File: config.mk
export PLATFORM = sky130hd
export DESIGN_NAME = msg_fifo_arbiter
export DESIGN_NICKNAME = d
export VERILOG_FILES = /design/src/rtl/msg_fifo_arbiter.sv
export SDC_FILE = /design/constraint.sdc
export NUM_CORES = 1
export LEC_CHECK = 0
export BUFFER_PORTS_ARGS = -buffer_cell sky130_fd_sc_hd__buf_4
export CELL_PAD_IN_SITES_DETAIL_PLACEMENT = 1
export CELL_PAD_IN_SITES_GLOBAL_PLACEMENT = 1
export CORE_MARGIN = 2
export CORE_UTILIZATION = 25
export CTS_BUF_LIST = sky130_fd_sc_hd__clkbuf_16
export DETAILED_ROUTE_END_ITERATION = 16
export GPL_TIMING_DRIVEN = 0
export MAX_ROUTING_LAYER = met4
export PLACE_DENSITY_LB_ADDON = 0.1
export SETUP_SLACK_MARGIN = 0.15
export SLEW_MARGIN = 20
export SYNTH_ARGS = -nofsm -noshare
export SYNTH_HDL_FRONTEND = slang
export SYNTH_SLANG_ARGS = --single-unit
File: constraint.sdc
create_clock -name clk -period 4.36 [get_ports clk]
set_input_delay 0.218 -clock clk [delete_from_list [all_inputs] [get_ports clk]]
set_output_delay 0.218 -clock clk [all_outputs]
set_load 0.01 [all_outputs]
File: src/rtl/msg_fifo_arbiter.sv
// Round-robin arbiter that moves 1-4 word messages from NUM_REQ producers into one FIFO.
// A burst is admitted only if the whole message fits; one IDLE cycle always separates bursts.
module msg_fifo_arbiter #(
  parameter int NUM_REQ    = 3,
  parameter int FIFO_DEPTH = 256,
  parameter int USEDW_W    = 8
) (
  input  logic                    clk,
  input  logic                    reset_n,
  input  logic [NUM_REQ-1:0]      req,
  input  logic [2*NUM_REQ-1:0]    req_len,
  input  logic [32*NUM_REQ-1:0]   req_data,
  output logic [NUM_REQ-1:0]      grant,
  output logic [NUM_REQ-1:0]      pop,
  output logic [NUM_REQ-1:0]      done,
  output logic [NUM_REQ-1:0]      abort,
  output logic [31:0]             fifo_data,
  output logic                    fifo_wrreq,
  input  logic [USEDW_W-1:0]      fifo_usedw,
  input  logic                    flush,
  output logic                    busy,
  output logic [15:0]             stall_count
);
  localparam int IDX_W = (NUM_REQ > 1) ? $clog2(NUM_REQ) : 1;
  localparam int SUM_W = USEDW_W + 2;
  localparam logic [SUM_W-1:0] LIMIT    = SUM_W'(FIFO_DEPTH - 1);
  localparam logic [IDX_W-1:0] LAST_IDX = IDX_W'(NUM_REQ - 1);
  localparam logic [IDX_W:0]   NUM_EXT  = (IDX_W+1)'(NUM_REQ);

  typedef enum logic {IDLE, BURST} state_t;

  state_t             state_q, state_d;
  logic [IDX_W-1:0]   rr_q, rr_d, idx_q, idx_d;
  logic [1:0]         cnt_q, cnt_d;
  logic [NUM_REQ-1:0] grant_q, grant_d;
  logic [15:0]        stall_q, stall_d;

  logic               win_found, win_fits;
  logic [IDX_W-1:0]   win_idx, idx_next;
  logic [IDX_W:0]     cand;
  logic [1:0]         win_len;
  logic [SUM_W-1:0]   need;

  // Candidate index wraps explicitly so a non-power-of-2 NUM_REQ never names a missing producer.
  always_comb begin
    win_found = 1'b0;
    win_idx   = '0;
    cand      = '0;
    for (int i = 0; i < NUM_REQ; i++) begin
      cand = {1'b0, rr_q} + (IDX_W+1)'(i);
      if (cand >= NUM_EXT) cand = cand - NUM_EXT;
      if (!win_found && req[cand[IDX_W-1:0]]) begin
        win_found = 1'b1;
        win_idx   = cand[IDX_W-1:0];
      end
    end
  end

  assign win_len  = req_len[{win_idx, 1'b0} +: 2];
  assign need     = SUM_W'(fifo_usedw) + SUM_W'(win_len) + SUM_W'(1);
  assign win_fits = (need <= LIMIT);
  assign idx_next = (idx_q == LAST_IDX) ? '0 : idx_q + 1'b1;

  always_comb begin
    state_d    = state_q;
    rr_d       = rr_q;
    idx_d      = idx_q;
    cnt_d      = cnt_q;
    grant_d    = grant_q;
    stall_d    = stall_q;
    fifo_wrreq = 1'b0;
    fifo_data  = '0;
    pop        = '0;
    done       = '0;
    abort      = '0;
    case (state_q)
      IDLE: begin
        // The blocked winner holds the slot: no lower-priority message may bypass it.
        if (!flush && win_found) begin
          if (win_fits) begin
            state_d          = BURST;
            idx_d            = win_idx;
            cnt_d            = win_len;
            grant_d          = '0;
            grant_d[win_idx] = 1'b1;
          end else if (stall_q != 16'hFFFF) begin
            stall_d = stall_q + 16'd1;
          end
        end
      end
      BURST: begin
        fifo_data = req_data[{idx_q, 5'b0} +: 32];
        if (flush) begin
          abort[idx_q] = 1'b1;
          state_d      = IDLE;
          grant_d      = '0;
          rr_d         = idx_next;
        end else begin
          fifo_wrreq = 1'b1;
          pop[idx_q] = 1'b1;
          if (cnt_q == 2'd0) begin
            done[idx_q] = 1'b1;
            state_d     = IDLE;
            grant_d     = '0;
            rr_d        = idx_next;
          end else begin
            cnt_d = cnt_q - 2'd1;
          end
        end
      end
    endcase
  end

  always_ff @(posedge clk or negedge reset_n) begin
    if (!reset_n) begin
      state_q <= IDLE;
      rr_q    <= '0;
      idx_q   <= '0;
      cnt_q   <= '0;
      grant_q <= '0;
      stall_q <= '0;
    end else begin
      state_q <= state_d;
      rr_q    <= rr_d;
      idx_q   <= idx_d;
      cnt_q   <= cnt_d;
      grant_q <= grant_d;
      stall_q <= stall_d;
    end
  end

  assign grant       = grant_q;
  assign busy        = (state_q == BURST);
  assign stall_count = stall_q;

endmodule

# Word-level counts from Yosys, hierarchy flattened
# Index checks and enable logic that the tools add are counted.
word_totals:
  ff_bits: 26
  output_inout_bits: 62
  wordCells: 100
op_classes:
  n_addsub: 10
  n_lt_le_gt_ge: 11
  eq_ne: 7
  shifts: 2
  muxes: 47
  bitwise_logic: 2
  n_reduce_logical: 15
op_table:
  columns: ["operator", "count"]
  rows:
  - ["$shiftx 96x8->32", 1]
  - ["$mux 3", 11]
  - ["$mux 32", 1]
  - ["$mux 2", 13]
  - ["$add 16x1->16 const B", 1]
  - ["$ne 16x16->1 const B", 1]
  - ["$lt 2x3->1 const B", 5]
  - ["$mux 1", 14]
  - ["$add 9x1->10 const B", 1]
  - ["$le 10x8->1 const B", 1]
  - ["$add 8x2->9", 1]
  - ["$ne 2x2->1 const B", 4]
  - ["$reduce_and 4->1", 2]
  - ["$bmux 1 s2", 3]
  - ["$ge 3x2->1 const B", 2]
  - ["$pmux 3 s2", 1]
  - ["$reduce_and 3->1", 2]
  - ["$shiftx 6x4->2", 1]
  - ["$sub 2x2->2 const B", 3]
  - ["$logic_and 1x1->1", 5]
  - ["$demux 1 s2", 2]
  - ["$ge 2x1->1 const B", 2]
  - ["$pmux 2 s2", 1]
  - ["$add 2x1->3 const B", 1]
  - ["other kinds (12)", 15]

# Longest topological paths before layout
# Gate-level depths: netlist of the first run.
logic_depth:
  depth_word: 18
  ltp_mapped: 15
  ltp_nobuf: 14

# Worst setup path before layout of the first run
# OpenSTA, ideal clock, no wires.
synth_timing:
  kind: "reg-to-reg"
  from: "reg rr_q[0]"
  to: "reg stall_q[7], in the netlist stall_count[7]"
  arrival_ps: 3571
  required_ps: 4234
  slack_ps: 663
  stages_incl_launch_ff: 15
  synth_period_minus_slack_ps: 3697
  cell_sequence: "dfrtp_1 -> inv_1 -> ha_1 -> buf_6 -> mux2i_2 -> o22ai_2 -> or4b_1 -> a311oi_1 -> a31oi_1 -> fa_1 -> nor3_1 -> o311ai_2 -> a2111oi_4 -> nand3_1 -> xnor2_1"
synth_via:
  elab_chain_len: 17
  word_cells_on_any_way: 34
  classes_between: "add/sub (7); order compare (4); shift (1); mux (15); bitwise (1); reduce/logical (6)"
synth_lines:
  columns: ["item", "line_no", "source"]
  rows:
  - ["start: declaration", "33", "logic [IDX_W-1:0] rr_q, rr_d, idx_q, idx_d;"]
  - ["start signal: assignment", "124", "rr_q <= rr_d;"]
  - ["branches (longest 16 deep; another with $add 8x2->9)", null, null]
  - ["$reduce_and 4->1 (no line) *", null, null]
  - ["end signal: assignment", "128", "stall_q <= stall_d;"]
  - ["end: declaration", "36", "logic [15:0] stall_q, stall_d;"]
# Every way passes the cells marked *. The select of a mux whose other input is x is not followed.
# A chain may end at the register's enable or synchronous reset.

# Worst setup path in the final report of the first run
layout_timing:
  from: "reg rr_q[0]"
  to: "reg stall_q[15], in the netlist stall_count[15]"
# Same word-level chain as after synthesis.

==> results of run 1 <==
==> final cells by class <==
type	instances	area, um^2	share of cell area
Multi-Input combinational cell	268	1810	0.430
Buffer	19	87.6	0.0208
Clock inverter	1	30.0	0.00712
Clock buffer	3	75.1	0.0178
Sequential cell	26	651	0.154
Tap cell	133	166	0.0395
Inverter	12	45.0	0.0107
Timing Repair Buffer	179	1350	0.319
==> registers in the layout, indices dropped and copies added, names as in the netlist <==
register / flops
rr_q: 2
cnt_q: 2
idx_q: 2
grant: 3
stall_count: 16
busy: 1
==> logic make-up (layout without fill, tap and decap cells) <==
| family | Yosys count | count (layout) | share of synthesized area |
|---|---|---|---|
| simple gates | 138 | 138 | 0.249 |
| mux | 39 | 39 | 0.161 |
| fa+ha+maj | 8 | 8 | 0.0427 |
| compound gates | 68 | 68 | 0.185 |
| xor+xnor | 15 | 15 | 0.0522 |
| flops | 26 | 26 | 0.258 |
| buf+inv | 31 | 214 | 0.0527 |
==> worst paths after layout <==
kind                            startpoint              end  slack [ns]  cells after the start
setup / recovery                   rr_q[0]  stall_count[15]        0.41                     15
hold reg to reg            stall_count[10]  stall_count[10]        0.50                      1
max in group asynchronous          reset_n         cnt_q[1]        3.70                      2
min in group clk                req_len[5]         cnt_q[1]        0.40                      3
setup reg to reg                   rr_q[0]  stall_count[15]        0.41                     15
hold / removal                     reset_n   stall_count[4]        0.40                      2
==> power groups by stage <==
| stage | sequential (uW) | clock (uW) | combinational, uW |
|---|---|---|---|
| 2_1_floorplan | 325 | 0 | 860 |
| 3_3_place_gp | 326 | 0 | 1370 |
| 3_5_place_dp | 328 | 0 | 1390 |
| 4_1_cts | 324 | 270 | 1400 |
| 5_1_grt | 331 | 284 | 1610 |
| 6_report | 323 | 265 | 1450 |
==> cells in the mapped netlist, drive strengths merged, types with 2 or more instances <==
cell,number,area [um^2]
nor3,7,40.0
o2111ai,2,17.5
dfrtp,26,651
and3,2,12.5
a31oi,2,12.5
or2,2,12.5
inv,11,41.3
xor2,2,17.5
o211ai,3,27.5
a21oi,37,189
nand2,21,78.8
o22ai,2,18.8
o311ai,2,32.5
xnor2,13,114
nand2b,6,37.5
nor2,75,282
o21ai,8,43.8
nand4,5,31.3
mux2i,37,382
mux2,2,22.5
a311oi,3,26.3
buf,7,42.5
nand3,9,45.0
o31ai,2,15.0
ha,7,87.6
clkbuf,12,45.0
and4,3,26.3
==> per-stage QoR <==
step                power [uW]  cells  cell area (um^2)
finish                    2040    641              4220
global route              2220    641              4220
CTS                       2000    639              4130
detailed placement        1710    634              4010
global placement          1690    634              4010
floorplan                 1190    325              2520
==> timing repair <==
| action | 4_1_cts | 5_1_grt |
|---|---|---|
| buffers inserted | 0 | 2 |
| pin swaps | 0 | 2 |
| gates resized for setup | 1 | 9 |
| hold buffers | 1 | 0 |
| hold endpoints to repair | 26 | 0 |
| endpoints found under the setup margin | 3 | 16 |
==> routing by layer <==
layer	wire [um]	up-vias
met5	0	-
met4	106	0
met3	423	6
met2	5190	81
met1	4050	1452
li1	-	1508
==> critical path, delay by kind of cell (launching register included) <==
| kind | cells | cell delay (ns) |
|---|---|---|
| AO/OA/AOI/OAI | 5 | 1.03 |
| XOR/XNOR | 1 | 0.13 |
| adder cells (fa/ha/maj) | 2 | 0.74 |
| buffers and inverters | 3 | 0.41 |
| flip-flops | 1 | 0.40 |
| multiplexers | 1 | 0.28 |
| AND/OR/NAND/NOR | 3 | 0.83 |
==> cell usage in the layout (no fill, tap or decap), drive strengths merged, types with 3 or more instances in the layout <==
| cell | instances |
|---|---|
| a21oi | 37 |
| a311oi | 3 |
| and4 | 3 |
| buf | 185 |
| clkbuf | 15 |
| dfrtp | 26 |
| ha | 7 |
| inv | 11 |
| mux2i | 37 |
| nand2 | 21 |
| nand2b | 6 |
| nand3 | 9 |
| nand4 | 5 |
| nor2 | 75 |
| nor3 | 7 |
| o211ai | 3 |
| o21ai | 8 |
| xnor2 | 13 |
==> flow_summary_export.csv, run 1 <==
group,metric,value,unit
run_status,outcome,"complete, no violations",
placed_design,io_buffers,176,
floorplan,core,9770,um^2
min_path,hold_class,"primary input to asynchronous set/reset pin",
power_and_ir_drop,irDropWorstVdd,0.282,mV
clock_network,clkTransAtPathRegs,0.07,ns
flow_run,drv_cap,0,
global_route,grt_antenna_before_repair,0,
timing,maxSlewViolCount,0,
floorplan,die_y,104,um
clock_network,cts_tree,"built",
placed_design,dp_hpwl,8060,um
routing,wirelength,9770,um
clock_network,cts.sinks,26,
global_route,grt_max_degree,27,
floorplan,initial_utilization,0.258,
timing,fmax,253,MHz
logic_synthesis,synth_area,2520,um^2
global_route,grt.total_usage,0.178,
cells_and_area,area_growth,67.4,%
worst_setup_path,crit_type,"flip-flop to flip-flop",
cells_and_area,nFillCells,1237,
global_route,grt_pass1_wl,15700,um
cells_and_area,drive_above_1_share,0.396,
logic_synthesis,ys_ff_latch,26,
power_and_ir_drop,p_switching,939,uW
global_route,gr-total-overflow,0,
clock_network,clockBufferDepth,2,
timing,finalWorstSetupSlack,0.412,ns
worst_setup_path,slowest_stage,"or4b_1",
logic_synthesis,synthArstFlopShare,1.00,
cells_and_area,nets,633,
floorplan,row_count,36,
worst_setup_path,path_cells,"inv_1, ha_1, buf_6, mux2i_4, o22ai_4, or4b_1, a311oi_2, a31oi_1, fa_1, nor3_2, o311ai_4, a2111oi_4, buf_4, nand3_1, xnor2_1",
power_and_ir_drop,internal-power,1100,uW
clock_network,cts_root_buf,"clkbuf_16",
placed_design,place.gp.congestion,0.792,
logic_synthesis,ys_seq_area_frac,0.258,
power_and_ir_drop,switching_share,0.461,
timing,final.min_clock_period,3.95,ns
routing,drcViolationCount,0,
clock_network,cts_buffers,3,
routing,ant_nets,0,
global_route,grt_util_met3,0.0251,
timing,timing.final.crit_share,0.905,
clock_network,cts.htree.levels,1,
worst_setup_path,cp_data_arrival_time,4.10,ns
routing,firstDrtPassIters,4,
routing,via_per_inst,4.75,
routing,num_vias,3047,
cells_and_area,fin_util,0.431,
timing,finalSetupViolations,0,
power_and_ir_drop,p_leak,0.00202,uW
floorplan,io_pins,178,
routing,drtIter0Drc,97,
global_route,grt_use_met2,0.317,
placed_design,place_ws,0.159,ns
worst_setup_path,slowest_delay,0.55,ns
logic_synthesis,ys_types,54,
timing,hold_viol_final,0,
floorplan,die_area,10900,um^2
power_and_ir_drop,p_per_area,483,nW/um^2
logic_synthesis,synth_nets,449,
worst_setup_path,worstSetupEndpointType,"flip-flop",
power_and_ir_drop,pwr-share-comb,0.711,
logic_synthesis,syn_inst,325,
timing,rsz0062_at_grt,"no",
timing,setup_tns,0,ns
timing,worst_slew_pin_slew,0.704,ns
logic_synthesis,synth_edf_count,0,
power_and_ir_drop,pwr-share-clk,0.130,
worst_setup_path,path_max_fanout,9,
timing,whs,0.396,ns
cells_and_area,antenna_cells,0,
timing,clock_skew,0.00645,ns
worst_setup_path,cp.required,4.51,ns
logic_synthesis,syn_area_per_cell,7.75,um^2
timing,timing.slew.headroom,0.531,
logic_synthesis,ys.flop_type,"dfrtp_1",
clock_network,insertion_delay,0.26,ns
global_route,first_global_vias,3091,
routing,routedWlPerCell,15.2,um
floorplan,die_w,104,um
logic_synthesis,yosys_warnings,0,
global_route,grt_util_met1,0.219,
global_route,grt.busiest_layer,"met2",
power_and_ir_drop,pwr-share-seq,0.159,
worst_setup_path,crit_path_start_kind,"flip-flop",
Power figures use the tool's default switching activity.
==> inputs of run 2 (changes only) <==
--- a/config.mk
+++ b/config.mk
@@ -5,6 +5,7 @@
 export SDC_FILE = /design/constraint.sdc
 export NUM_CORES = 1
 export LEC_CHECK = 0
+export ABC_AREA = 1
 export BUFFER_PORTS_ARGS = -buffer_cell sky130_fd_sc_hd__buf_4
 export CELL_PAD_IN_SITES_DETAIL_PLACEMENT = 1
 export CELL_PAD_IN_SITES_GLOBAL_PLACEMENT = 1
==> flow_summary_export.csv, run 2 <==
group,metric,value,unit
placed_design,place.gp.congestion,0.820,
global_route,grt_max_degree,27,
floorplan,die_area,11700,um^2
logic_synthesis,netlist.top_cell.by_area,"dfrtp_1",
min_path,hp-start,"flush",
worst_setup_path,r2r_cells,21,
power_and_ir_drop,p_per_area,541,nW/um^2
placed_design,io_buffers,177,
worst_setup_path,cp.required,4.52,ns
timing,timing.slew.headroom,0.652,
worst_setup_path,worstSetupEndpointType,"flip-flop",
timing,final.min_clock_period,3.86,ns
clock_network,insertion_delay,0.27,ns
logic_synthesis,yosys_warnings,0,
min_path,whs_endpoint,"busy",
logic_synthesis,synthArstFlopShare,1.00,
cells_and_area,fin_area,4320,um^2
logic_synthesis,ys_top_cells_by_count,"nand2_1 (154), nand3_1 (88), inv_1 (76), dfrtp_1 (26), nor2_1 (19)",
timing,whs,0.325,ns
logic_synthesis,ys_ff_latch,26,
timing,hold_viol_final,0,
logic_synthesis,ys_types,31,
cells_and_area,final_common_cell,"buf_4",
worst_setup_path,r2r-start,"rr_q[0]",
flow_run,drv_cap,0,
timing,finalSetupViolations,0,
timing,fmax,259,MHz
floorplan,core,10400,um^2
worst_setup_path,crit_path_start_kind,"flip-flop",
logic_synthesis,syn_area_per_cell,5.86,um^2
clock_network,cts_root_buf,"clkbuf_16",
run_status,outcome,"complete, no violations",
min_path,whs_path_depth,4,
logic_synthesis,synthTopCellsByArea,"dfrtp_1 (24%), nand2_1 (21%), nand3_1 (16%)",
timing,maxSlewViolCount,0,
cells_and_area,final_cell_mix,"buf_4 (177), nand2_1 (154), nand3_1 (88)",
logic_synthesis,yosysMostFrequentCell,"nand2_1",
routing,wirelength,11000,um
floorplan,io_pins,178,
cells_and_area,drive_above_1_share,0.319,
cells_and_area,antenna_cells,0,
global_route,gr-total-overflow,0,
cells_and_area,area_growth,59.7,%
global_route,first_global_vias,3782,
worst_setup_path,rrSetupSlack,0.50,ns
logic_synthesis,synth_nets,585,
routing,drtIter0Drc,112,
power_and_ir_drop,p_leak,0.00254,uW
routing,drcViolationCount,0,
routing,num_vias,3581,
routing,firstDrtPassIters,4,
floorplan,die_w,108,um
power_and_ir_drop,irDropWorstVdd,0.208,mV
timing,worst_slew_pin_slew,0.521,ns
clock_network,cts_tree,"built",
logic_synthesis,synth_edf_count,0,
routing,ant_nets,0,
logic_synthesis,ys.flop_type,"dfrtp_1",
timing,rsz0062_at_grt,"no",
clock_network,clockBufferDepth,2,
cells_and_area,nFillCells,1405,
clock_network,postCtsSetupBuffers,0,
cells_and_area,nets,768,
logic_synthesis,synth_area,2700,um^2
clock_network,cts-resized-gates,0,
placed_design,dpl_cell_area,4200,um^2
worst_setup_path,cp_data_arrival_time,4.01,ns
timing,timing.final.crit_share,0.885,
logic_synthesis,syn_inst,461,
timing,setup_tns,0,ns
global_route,grt_pass1_wl,17600,um
clock_network,cts_buffers,3,
worst_setup_path,crit_type,"flip-flop to flip-flop",
routing,routedWlPerCell,14.2,um
logic_synthesis,ys_seq_area_frac,0.241,
global_route,grt_antenna_before_repair,0,
placed_design,dp_hpwl,9280,um
global_route,grt.total_usage,0.191,
clock_network,cts.sinks,26,
clock_network,cts.htree.levels,1,
clock_network,clkTransAtPathRegs,0.07,ns
worst_setup_path,path_max_fanout,10,
floorplan,initial_utilization,0.259,
min_path,hold_class,"primary input to flip-flop",
logic_synthesis,synth.top_cell.area_share,0.241,
floorplan,row_count,37,
timing,clock_skew,0.0102,ns
floorplan,die_y,108,um
routing,via_per_inst,4.60,
worst_setup_path,reg2reg_to,"stall_count[6]",
cells_and_area,largest_reg_flops,16,
run 2: changes by cell type in the layout (fill, tap and decap cells not counted), moves of 6 or more:
cell	delta
a21oi_1	-33
inv_1	+65
mux2i_1	-34
nand2_1	+133
nand2_2	+7
nand2b_1	-6
nand3_1	+79
nor2_1	-56
o21ai_0	+8
xnor2_1	-13
xor2_1	+10
run 2: cells by family after synthesis:
family          Yosys count  synth area share
fa+ha+maj                 8            0.0398
buf+inv                 100             0.143
xor+xnor                 14            0.0509
flops                    26             0.241
compound gates           22            0.0426
simple gates            291             0.483
run 2: layout make-up:
class,instances,area [um^2],area share
Multi-Input combinational cell,335,1670,0.386
Tap cell,136,170,0.0394
Timing Repair Buffer,178,1340,0.310
Inverter,81,304,0.0704
Clock buffer,3,75.1,0.0174
Clock inverter,1,30.0,0.00696
Sequential cell,26,651,0.151
Buffer,19,82.6,0.0191
run 2: worst max-delay path by stage:
| stage | endpoint | slack (ns) | from |
|---|---|---|---|
| 3_3_place_gp | stall_count[12] | 0.53 | rr_q[0] |
| 2_1_floorplan | stall_count[12] | 0.99 | rr_q[0] |
| 3_5_place_dp | stall_count[6] | 0.48 | rr_q[0] |
| 6_report | stall_count[6] | 0.50 | rr_q[0] |
| 4_1_cts | stall_count[6] | 0.47 | rr_q[0] |
| 5_1_grt | stall_count[11] | 0.21 | rr_q[0] |
run 2: routing by layer:
metal | routed length [um] | part of all wire | up-vias | GRT usage
met3 | 497 | 0.045 | 8 | 0.0319
met1 | 4500 | 0.41 | 1692 | 0.221
met2 | 5930 | 0.54 | 85 | 0.353
met5 | 0 | 0 | - | -
met4 | 108 | 0.0098 | 0 | 0.0293
li1 | - | - | 1796 | -
run 2: timing repair:
action / 4_1_cts / 5_1_grt
endpoints found under the setup margin: 0 / 0
hold buffers: 1 / 0
hold endpoints to repair: 26 / 0
run 2: worst max-delay path: stages, from the launching register on:
cell and delay, ns:
dfrtp_1 0.40, inv_1 0.08, ha_1 0.38, inv_2 0.12
nand2_1 0.05, nand3_1 0.10, nand2_2 0.09, nand3_2 0.11
nor2_1 0.05, nor2_2 0.24, nand3_1 0.12, nand2_1 0.10
inv_1 0.05, ha_1 0.18, fa_1 0.37, nor3_2 0.17
nand4_1 0.13, or2_1 0.27, nor3_4 0.30, buf_6 0.21
nand2_2 0.06, xor2_1 0.15
run 2: through the flow:
step           instances  worst slack [ns]  total power (uW)   util
6_report             779             0.502              2340  0.414
5_1_grt              779             0.209              2590  0.414
4_1_cts              779             0.473              2370  0.414
3_5_place_dp         774             0.476              2090  0.403
3_3_place_gp         774             0.527              2050  0.403
2_1_floorplan        461             0.990              1400      -
run 2: power by group:
| group | leakage, uW | internal, uW | switching (uW) | total, uW |
|---|---|---|---|---|
| Clock | 0.0000511 | 183 | 90.3 | 273 |
| Sequential | 0.000292 | 320 | 74.8 | 395 |
| Combinational | 0.00220 | 645 | 1020 | 1670 |
